### src/rtl/apb_bridge_pkg.sv
// Shared types, constants and width helpers for the APB slave bridge.
package apb_bridge_pkg;

  typedef enum logic [1:0] {IDLE, REQ, WAIT, RESP} bridge_state_t;

  typedef logic [2:0] err_cause_t;
  localparam err_cause_t ERR_NONE    = 3'd0;
  localparam err_cause_t ERR_ALIGN   = 3'd1;
  localparam err_cause_t ERR_RDSTRB  = 3'd2;
  localparam err_cause_t ERR_TIMEOUT = 3'd3;
  localparam err_cause_t ERR_SLAVE   = 3'd4;

  function automatic int unsigned strb_width(input int unsigned data_w);
    return data_w / 8;
  endfunction

  function automatic int unsigned align_bits(input int unsigned data_w);
    return $clog2(data_w / 8);
  endfunction

  // Counter must hold TIMEOUT itself so it can saturate there; keep at least one bit.
  function automatic int unsigned cnt_width(input int unsigned timeout);
    return (timeout == 0) ? 1 : $clog2(timeout + 1);
  endfunction

endpackage

### src/rtl/apb_slave_bridge_if.sv
// APB completer port plus internal request/response bus of the bridge.
interface apb_slave_bridge_if #(
  parameter int unsigned ADDR_W = 32,
  parameter int unsigned DATA_W = 32
);
  localparam int unsigned STRB_W = DATA_W / 8;

  logic              psel;
  logic              penable;
  logic              pwrite;
  logic [ADDR_W-1:0] paddr;
  logic [DATA_W-1:0] pwdata;
  logic [STRB_W-1:0] pstrb;
  logic [DATA_W-1:0] prdata;
  logic              pready;
  logic              pslverr;

  logic              req_valid;
  logic              req_write;
  logic [ADDR_W-1:0] req_addr;
  logic [DATA_W-1:0] req_wdata;
  logic [STRB_W-1:0] req_strb;
  logic              rsp_ack;
  logic [DATA_W-1:0] rsp_rdata;
  logic              rsp_err;

  // Bridge view: completes APB, issues internal requests.
  modport slave (
    input  psel, penable, pwrite, paddr, pwdata, pstrb,
    input  rsp_ack, rsp_rdata, rsp_err,
    output prdata, pready, pslverr,
    output req_valid, req_write, req_addr, req_wdata, req_strb
  );

  // Environment view: APB requester and register-file responder.
  modport master (
    output psel, penable, pwrite, paddr, pwdata, pstrb,
    output rsp_ack, rsp_rdata, rsp_err,
    input  prdata, pready, pslverr,
    input  req_valid, req_write, req_addr, req_wdata, req_strb
  );

endinterface

### src/rtl/apb_bridge_timeout.sv
// Saturating response-wait counter; expired_c flags the last allowed wait cycle.
module apb_bridge_timeout
  import apb_bridge_pkg::*;
#(
  parameter int unsigned TIMEOUT = 16
) (
  input  logic clk,
  input  logic rst,
  input  logic clr,
  input  logic en,
  output logic expired_c
);
  localparam int unsigned CNT_W = cnt_width(TIMEOUT);
  localparam logic [CNT_W-1:0] LIMIT = CNT_W'(TIMEOUT);
  localparam logic [CNT_W-1:0] LAST  = (TIMEOUT == 0) ? '0 : CNT_W'(TIMEOUT - 1);

  logic [CNT_W-1:0] count_q;

  always_ff @(posedge clk or negedge rst) begin
    if (!rst) begin
      count_q <= '0;
    end else if (clr) begin
      count_q <= '0;
    end else if (en && (count_q != LIMIT)) begin
      count_q <= count_q + CNT_W'(1);
    end
  end

  assign expired_c = (TIMEOUT != 0) && en && (count_q == LAST);

endmodule

### src/rtl/apb_slave_bridge.sv
// APB4 completer bridging one APB port onto the single-request internal register bus.
module apb_slave_bridge
  import apb_bridge_pkg::*;
#(
  parameter int unsigned ADDR_W  = 32,
  parameter int unsigned DATA_W  = 32,
  parameter int unsigned TIMEOUT = 16
) (
  input logic               clk,
  input logic               rst,
  apb_slave_bridge_if.slave bus
);
  localparam int unsigned STRB_W = strb_width(DATA_W);
  localparam logic [ADDR_W-1:0] ALIGN_MASK = ADDR_W'((1 << align_bits(DATA_W)) - 1);

  bridge_state_t     state_q, state_d;
  err_cause_t        cause_q, cause_d;
  logic              req_valid_q, req_valid_d;
  logic              req_write_q, req_write_d;
  logic [ADDR_W-1:0] req_addr_q, req_addr_d;
  logic [DATA_W-1:0] req_wdata_q, req_wdata_d;
  logic [STRB_W-1:0] req_strb_q, req_strb_d;
  logic [DATA_W-1:0] prdata_q, prdata_d;
  logic              pready_q, pready_d;
  logic              pslverr_q, pslverr_d;

  logic setup_c;
  logic misalign_c;
  logic rdstrb_c;
  logic expired_c;

  assign setup_c    = bus.psel && !bus.penable;
  assign misalign_c = (bus.paddr & ALIGN_MASK) != '0;
  assign rdstrb_c   = !bus.pwrite && (bus.pstrb != '0);

  apb_bridge_timeout #(.TIMEOUT(TIMEOUT)) u_timeout (
    .clk       (clk),
    .rst       (rst),
    .clr       (state_q == REQ),
    .en        (state_q == WAIT),
    .expired_c (expired_c)
  );

  // Next state; APB outputs are loaded on entry to RESP and cleared otherwise.
  always_comb begin
    state_d     = state_q;
    cause_d     = cause_q;
    req_valid_d = 1'b0;
    req_write_d = req_write_q;
    req_addr_d  = req_addr_q;
    req_wdata_d = req_wdata_q;
    req_strb_d  = req_strb_q;
    prdata_d    = '0;

    case (state_q)
      IDLE: begin
        if (setup_c) begin
          req_write_d = bus.pwrite;
          req_addr_d  = bus.paddr;
          req_wdata_d = bus.pwdata;
          req_strb_d  = bus.pwrite ? bus.pstrb : '1;
          if (misalign_c) begin
            cause_d = ERR_ALIGN;
            state_d = RESP;
          end else if (rdstrb_c) begin
            cause_d = ERR_RDSTRB;
            state_d = RESP;
          end else begin
            cause_d     = ERR_NONE;
            req_valid_d = 1'b1;
            state_d     = REQ;
          end
        end
      end
      REQ, WAIT: begin
        // Abort beats everything; a real ack beats a coincident timeout.
        if (!bus.psel) begin
          state_d = IDLE;
        end else if (bus.rsp_ack) begin
          cause_d  = bus.rsp_err ? ERR_SLAVE : ERR_NONE;
          prdata_d = req_write_q ? '0 : bus.rsp_rdata;
          state_d  = RESP;
        end else if ((state_q == WAIT) && expired_c) begin
          cause_d = ERR_TIMEOUT;
          state_d = RESP;
        end else begin
          state_d = WAIT;
        end
      end
      RESP: begin
        state_d = IDLE;
      end
      default: begin
        state_d = IDLE;
      end
    endcase

    pready_d  = (state_d == RESP);
    pslverr_d = (state_d == RESP) && (cause_d != ERR_NONE);
  end

  always_ff @(posedge clk or negedge rst) begin
    if (!rst) begin
      state_q     <= IDLE;
      cause_q     <= ERR_NONE;
      req_valid_q <= 1'b0;
      req_write_q <= 1'b0;
      req_addr_q  <= '0;
      req_wdata_q <= '0;
      req_strb_q  <= '0;
      prdata_q    <= '0;
      pready_q    <= 1'b0;
      pslverr_q   <= 1'b0;
    end else begin
      state_q     <= state_d;
      cause_q     <= cause_d;
      req_valid_q <= req_valid_d;
      req_write_q <= req_write_d;
      req_addr_q  <= req_addr_d;
      req_wdata_q <= req_wdata_d;
      req_strb_q  <= req_strb_d;
      prdata_q    <= prdata_d;
      pready_q    <= pready_d;
      pslverr_q   <= pslverr_d;
    end
  end

  assign bus.req_valid = req_valid_q;
  assign bus.req_write = req_write_q;
  assign bus.req_addr  = req_addr_q;
  assign bus.req_wdata = req_wdata_q;
  assign bus.req_strb  = req_strb_q;
  assign bus.prdata    = prdata_q;
  assign bus.pready    = pready_q;
  assign bus.pslverr   = pslverr_q;

endmodule

### src/flat_wrapper.sv
// flat-port wrapper written by rule: the top's interface ports become plain ports
module apb_slave_bridge_flat import apb_bridge_pkg::*;
#(
  parameter int unsigned ADDR_W  = 32,
  parameter int unsigned DATA_W  = 32,
  parameter int unsigned TIMEOUT = 16
)
  (clk, rst, bus_psel, bus_penable, bus_pwrite, bus_paddr, bus_pwdata, bus_pstrb, bus_rsp_ack, bus_rsp_rdata, bus_rsp_err, bus_prdata, bus_pready, bus_pslverr, bus_req_valid, bus_req_write, bus_req_addr, bus_req_wdata, bus_req_strb);
  apb_slave_bridge_if #(.ADDR_W(ADDR_W), .DATA_W(DATA_W)) bus_i ();
  input logic clk;
  input logic rst;
  input wire logic [$bits(bus_i.psel)-1:0] bus_psel;
  input wire logic [$bits(bus_i.penable)-1:0] bus_penable;
  input wire logic [$bits(bus_i.pwrite)-1:0] bus_pwrite;
  input wire logic [$bits(bus_i.paddr)-1:0] bus_paddr;
  input wire logic [$bits(bus_i.pwdata)-1:0] bus_pwdata;
  input wire logic [$bits(bus_i.pstrb)-1:0] bus_pstrb;
  input wire logic [$bits(bus_i.rsp_ack)-1:0] bus_rsp_ack;
  input wire logic [$bits(bus_i.rsp_rdata)-1:0] bus_rsp_rdata;
  input wire logic [$bits(bus_i.rsp_err)-1:0] bus_rsp_err;
  output wire logic [$bits(bus_i.prdata)-1:0] bus_prdata;
  output wire logic [$bits(bus_i.pready)-1:0] bus_pready;
  output wire logic [$bits(bus_i.pslverr)-1:0] bus_pslverr;
  output wire logic [$bits(bus_i.req_valid)-1:0] bus_req_valid;
  output wire logic [$bits(bus_i.req_write)-1:0] bus_req_write;
  output wire logic [$bits(bus_i.req_addr)-1:0] bus_req_addr;
  output wire logic [$bits(bus_i.req_wdata)-1:0] bus_req_wdata;
  output wire logic [$bits(bus_i.req_strb)-1:0] bus_req_strb;
  assign bus_i.psel = bus_psel;
  assign bus_i.penable = bus_penable;
  assign bus_i.pwrite = bus_pwrite;
  assign bus_i.paddr = bus_paddr;
  assign bus_i.pwdata = bus_pwdata;
  assign bus_i.pstrb = bus_pstrb;
  assign bus_i.rsp_ack = bus_rsp_ack;
  assign bus_i.rsp_rdata = bus_rsp_rdata;
  assign bus_i.rsp_err = bus_rsp_err;
  assign bus_prdata = bus_i.prdata;
  assign bus_pready = bus_i.pready;
  assign bus_pslverr = bus_i.pslverr;
  assign bus_req_valid = bus_i.req_valid;
  assign bus_req_write = bus_i.req_write;
  assign bus_req_addr = bus_i.req_addr;
  assign bus_req_wdata = bus_i.req_wdata;
  assign bus_req_strb = bus_i.req_strb;
  apb_slave_bridge #(.ADDR_W(ADDR_W), .DATA_W(DATA_W), .TIMEOUT(TIMEOUT)) u_core (.clk(clk), .rst(rst), .bus(bus_i));
endmodule
### config.mk
export PLATFORM = sky130hd
export DESIGN_NAME = apb_slave_bridge_flat
export DESIGN_NICKNAME = d
export VERILOG_FILES = /design/src/rtl/apb_bridge_pkg.sv /design/src/rtl/apb_slave_bridge_if.sv /design/src/rtl/apb_bridge_timeout.sv /design/src/rtl/apb_slave_bridge.sv /design/src/flat_wrapper.sv
export SDC_FILE = /design/constraint.sdc
export NUM_CORES = 1
export LEC_CHECK = 0
export CAP_MARGIN = 15
export CORE_ASPECT_RATIO = 0.9
export CORE_MARGIN = 2
export CORE_UTILIZATION = 41
export CTS_BUF_LIST = sky130_fd_sc_hd__clkbuf_8 sky130_fd_sc_hd__clkbuf_16
export CTS_CLUSTER_DIAMETER = 120
export DETAILED_ROUTE_END_ITERATION = 8
export PLACE_DENSITY = 0.86
export SYNTH_ARGS = -nofsm -noshare
export SYNTH_HDL_FRONTEND = slang
export SYNTH_HIERARCHICAL = 1
export SYNTH_SLANG_ARGS = --single-unit
### constraint.sdc
create_clock -name clk -period 2.3 [get_ports clk]
set_input_delay 0.345 -clock clk [delete_from_list [all_inputs] [get_ports clk]]
set_output_delay 0.345 -clock clk [all_outputs]
set_load 0.005 [all_outputs]
== Word level (Yosys, flattened, before mapping) ==
Cells that the tools add are included.

* Divide/modulo/power cells: 0
* Bitwise logic cells: 0
* Eq/ne operators: 6
* Reduce and logical (&&, ||, !) cells: 15
* Multipliers: 0
* Mux-type cells: 26
* Magnitude comparators: 0
* Shift-type cells: 0
* Add/sub/neg operators: 1

{| class="wikitable"
|+ Operator list
! operator !! number
|-
| $mux W32 || 4
|-
| $reduce_bool A32 Y1 || 1
|-
| $mux W3 || 6
|-
| $mux W2 || 6
|-
| $mux W5 || 2
|-
| $eq A2 B2 Y1 const B || 3
|-
| $logic_and A1 B1 Y1 || 6
|-
| $pmux W2 S3 || 1
|-
| $pmux W3 S2 || 1
|-
| $add A5 B1 Y5 const B || 1
|-
| $eq A5 B4 Y1 const B || 1
|-
| $mux W1 || 5
|-
| $ne A5 B5 Y1 const B || 1
|-
| $mux W4 || 1
|-
| $reduce_bool A4 Y1 || 1
|-
| $reduce_bool A3 Y1 || 1
|-
| $eq A2 B1 Y1 const B || 1
|-
| $logic_not A1 Y1 || 2
|-
| $logic_not A2 Y1 || 1
|-
| $reduce_and A2 Y1 || 1
|-
| $reduce_bool A2 Y1 || 1
|-
| $reduce_or A2 Y1 || 1
|}

* Bits in writable memories: 0
* Word-level logic and storage cells: 59
* Bits of input ports: 107
* Register bits: 114
* Memories: 0
* Latch bits: 0
* ROM bits: 0

== Longest topological paths before layout ==
* Word-level depth: 9
* Gate-level depth with buffers: 8
* Gate-level depth less buffers: 8

== Cells and area by module ==
Netlist, hierarchy kept.

{| class="wikitable"
|+ Modules (own cells, without submodules)
! module !! seq. area each (um^2) !! times used !! area an instance (um^2) !! cells an instance
|-
| apb_slave_bridge || 2727.6 || 1 || 4068.9 || 268
|-
| apb_bridge_timeout || 125.1 || 1 || 299.0 || 31
|}

== Worst setup path after synthesis ==
No wires, ideal clock.

* Path type: reg-to-reg
* Start: register u_core.u_timeout.count_q[0]
* End: register u_core.pslverr_q (netlist: u_core/bus.pslverr)
* Required time: 2.174 ns
* Stages on the path, launching flop included: 9
* Arrival: 1.912 ns
* Path buffers: 0
* Library setup time: 0.126 ns
* Setup slack: 0.262 ns
* Cell sequence: dfrtp_1 -> ha_1 -> and3_1 -> ha_1 -> and2_1 -> and2_1 -> nor4b_1 -> a211o_1 -> o311a_1

* Longest elaborated chain between the ends: 9
* Elaborated cells on any way between the ends: 14
* Classes of those cells: eq/ne: 2; mux: 8; reduce/logical: 4

{| class="wikitable"
|+ Ends and longest elaborated chain
! item !! RTL line !! source
|-
| start: declaration || apb_bridge_timeout.sv:17 || <nowiki>logic [CNT_W-1:0] count_q;</nowiki>
|-
| start signal: assignment || apb_bridge_timeout.sv:25 || <nowiki>count_q <= count_q + CNT_W'(1);</nowiki>
|-
| $eq A5 B4 Y1 || apb_bridge_timeout.sv:29 || <nowiki>assign expired_c = (TIMEOUT != 0) && en && (count_q == LAST);</nowiki>
|-
| $logic_and A1 B1 Y1 || apb_bridge_timeout.sv:29 ||
|-
| net u_core.expired_c || apb_slave_bridge.sv:30 || <nowiki>logic expired_c;</nowiki>
|-
| $logic_and A1 B1 Y1 || apb_slave_bridge.sv:83 || <nowiki>end else if ((state_q == WAIT) && expired_c) begin</nowiki>
|-
| $mux W3 || apb_slave_bridge.sv:83 ||
|-
| $mux W3 || apb_slave_bridge.sv:79 || <nowiki>end else if (bus.rsp_ack) begin</nowiki>
|-
| $mux W3 || apb_slave_bridge.sv:77 || <nowiki>if (!bus.psel) begin</nowiki>
|-
| $pmux W3 S2 || apb_slave_bridge.sv:55 || <nowiki>case (state_q)</nowiki>
|-
| net u_core.cause_d[0] || apb_slave_bridge.sv:17 || <nowiki>err_cause_t cause_q, cause_d;</nowiki>
|-
| $reduce_bool A3 Y1 || apb_slave_bridge.sv:99 || <nowiki>pslverr_d = (state_d == RESP) && (cause_d != ERR_NONE);</nowiki>
|-
| $logic_and A1 B1 Y1 || apb_slave_bridge.sv:99 ||
|-
| net u_core.pslverr_d || apb_slave_bridge.sv:25 || <nowiki>logic pslverr_q, pslverr_d;</nowiki>
|-
| end signal: assignment || apb_slave_bridge.sv:124 || <nowiki>pslverr_q <= pslverr_d;</nowiki>
|-
| end: declaration || apb_slave_bridge.sv:25 ||
|}

The timed path passes the listed nets, and every way through them passes these cells.
A chain may end at the register's enable or synchronous reset.

== Worst setup path after layout ==
Ends and elaborated chain as after synthesis.

==> impl_metrics.tcl <==
set metrics [dict create \
    status "finished, final reports clean" \
    fp.dieW_um 113 \
    globalRouteTotalUtil_pct 20.0 \
    rr_worst_depth 8 \
    antenna_found_initial 0 \
    synth_area_leaders "dfrtp_1 (65%), mux2_2 (9.3%), mux2_1 (7.5%), and2_1 (5.0%), ha_1 (2.0%)" \
    power_density_mw_per_mm2 1210 \
    setup.worst_path.end_class "register" \
    place_area_sq_mm 0.00664 \
    critPathLaunchType "register" \
    dpl_worst_slack_ns 0.153 \
    fp-row-count 35 \
    worstPathMaxFanout 4 \
    nFillCells 703 \
    final_area_sq_mm 0.00727 \
    drt_iter0_drc 80 \
    final.setup.tns_ns 0 \
    setup_violations 0 \
    htreeDepth 4 \
    final_hold_viol_count 0 \
    period_needed_ns 2.17 \
    io_pins 211 \
    syn_to_final_growth_pct 66.5 \
    synth_area_leader_cell "dfrtp_1" \
    cp.arrival_ns 2.45 \
    n_antenna_cell 0 \
    power.leakage_nw 3.18 \
    cts_buffer_depth 2 \
    grt_pass1_vias 3516 \
    post_drt_via_cell_ratio 4.77 \
    setup_slack_ns 0.127 \
    grt_max_degree 44 \
    synth-edff-count 0 \
    grt_setup_unrepaired "no" \
    clock_sinks 114 \
    worst_slew_pin_slew_ns 0.465 \
    synth.distinct_cells 38 \
    die_area_sq_mm 0.0115 \
    cts.reportedPaths.clkPinSlew_ns 0.06 \
    netlist_area_sq_mm 0.00437 \
    path_class "register to register" \
    drc 0 \
    totalWireLength_um 11100 \
    dp_hpwl_um 8110 \
    drt-pass1-iter-count 4 \
    grt_pass1_wl_um 17700 \
    synth_flop_cell "dfrtp_1" \
    fin_cells 664 \
    die_h_um 102 \
    cts_buffers 17 \
    final_nets 636 \
    cts_tree "built" \
    post_cts_buffers 0 \
    netlist.area_leader.share_pct 65.3 \
    fmax_mhz 460 \
    via_count 3170 \
    place_inst 631 \
    seq_area_frac_synth_pct 65.3 \
    drv_slew 0 \
    ir_worst_vdd_v 0.000821 \
    drive_above_1_share_pct 14.4 \
    synthCells 299 \
    fin_util_pct 70.7 \
    portBuffers 210 \
    ys_top_cells_by_count "dfrtp_1 (114), mux2_2 (36), and2_1 (35)" \
    worstPathRequired_ns 2.57 \
    post_synth.cell_area_avg_sq_um 14.6 \
    gp_congestion 0.792 \
    slew_headroom_pct 69.0 \
    design.core.area_sq_mm 0.0103 \
    synth-seq-cells 114 \
    synth_fp_nets 413 \
    root_buffer "clkbuf_16" \
    routedWlPerCell_um 16.7 \
    synthMostInstantiatedCell "dfrtp_1" \
    hold_path.class "primary input to asynchronous set/reset pin" \
    start_util_pct 42.4 \
    clk_latency_ns 0.39 \
    post-route-period-util_pct 94.5 \
    ant_nets 0 \
    cap_violations 0 \
    fin_skew_ns 0.00756 \
    ys.warnings.count 6 \
    ys_async_sr_fraction_pct 100 \
    grt_remaining_overflow 0 \
]
registers in the layout, summed over array words and instances, names as in the netlist:
signal and cells:
u_core/state_q 2, u_core/bus.pready 1, u_core/bus.req_write 1, u_core/u_timeout/count_q 5
u_core/bus.pslverr 1, u_core/bus.req_wdata 32, u_core/bus.prdata 32, u_core/bus.req_addr 32
u_core/cause_q 3, u_core/bus.req_strb 4, u_core/bus.req_valid 1
logic make-up (layout without fill, tap and decap cells):
group	count (synthesis)	in the layout	share of synthesized area, %
and+or+nand+nor	73	73	9.62
xor gates and xnor gates	1	1	0.201
DFF	114	114	65.3
adders and majority gates	7	7	2.01
muxes	67	67	17.3
AOI/OAI and AO/OA	18	18	3.27
buffers and inverters	19	255	2.26
layout by cell type (no fill, tap or decap), types with 2 or more instances in the layout:
cell type / netlist / final
clkdlybuf4s50_1: 0 / 209
dfrtp_1: 114 / 114
mux2_2: 36 / 36
and2_1: 35 / 35
mux2_1: 29 / 29
clkbuf_16: 0 / 17
nand2_1: 9 / 9
nor2_1: 8 / 8
inv_1: 7 / 7
ha_1: 7 / 7
nor2b_1: 5 / 5
clkinv_4: 0 / 4
nand2b_1: 4 / 4
o21ai_0: 4 / 4
buf_12: 0 / 4
inv_6: 0 / 3
clkinvlp_4: 0 / 3
bufinv_16: 0 / 3
nand3_1: 3 / 3
buf_4: 4 / 2
a21oi_1: 2 / 2
o21a_1: 2 / 2
nand4_1: 2 / 2
o2111ai_1: 2 / 2
worst max-delay path: stages (launching register included):
cell and delay, ns:
dfrtp_1 0.41, ha_1 0.24, and3_1 0.17, ha_1 0.17, and2_1 0.16, and2_1 0.15
nor4b_1 0.16, a211o_1 0.25, o311a_1 0.35
where the power goes:
group	internal (mW)	switching [mW]	total, mW
Clock	1.75	0.950	2.70
Sequential	2.75	0.389	3.14
Combinational	1.95	1.00	2.96
Total	6.45	2.34	8.79
per-layer routing:
metal | part of all wire [%] | up-vias | GRT usage, %
li1 | - | 1473 | -
met1 | 37 | 1532 | 22.5
met2 | 51 | 159 | 34.2
met3 | 11 | 6 | 9.55
met4 | 0.83 | 0 | 6.19
met5 | 0 | - | 0
final timing paths:
kind                       slack [ns]                        to                        start
hold / removal                   0.46     u_core/bus.prdata[25]                          rst
setup reg to reg                 0.13        u_core/bus.pslverr  u_core/u_timeout/count_q[0]
max in group asynchronous        1.25  u_core/bus.req_wdata[27]                          rst
hold reg to reg                  0.47    u_core/bus.req_strb[1]       u_core/bus.req_strb[1]
min in group clk                 0.47    u_core/bus.req_strb[1]       u_core/bus.req_strb[1]
setup / recovery                 0.13        u_core/bus.pslverr  u_core/u_timeout/count_q[0]
repair_timing:
| action | in CTS | in global routing |
|---|---|---|
| endpoints found under the hold margin | 32 | 0 |
| gates resized for setup | 0 | 0 |
| hold buffers | 1 | 0 |
metrics by stage:
step           total power, mW  hold WS [ns]
4_1_cts                   8.93         0.445
5_1_grt                   9.31         0.483
6_report                  8.79         0.458
2_1_floorplan             4.22        0.0494
3_5_place_dp              6.16         0.331
3_3_place_gp              6.01         0.324
layout make-up:
type / instances / area, sq um / share of cell area (%)
clock buffers: 18 / 439 / 6.04
clock inverters: 14 / 179 / 2.46
inverters: 7 / 26.3 / 0.361
multi-input cells: 166 / 1420 / 19.5
flip-flops and latches: 114 / 2850 / 39.2
well taps: 129 / 161 / 2.22
repair buffers: 216 / 2200 / 30.2
(Power assumes the default switching activity.)
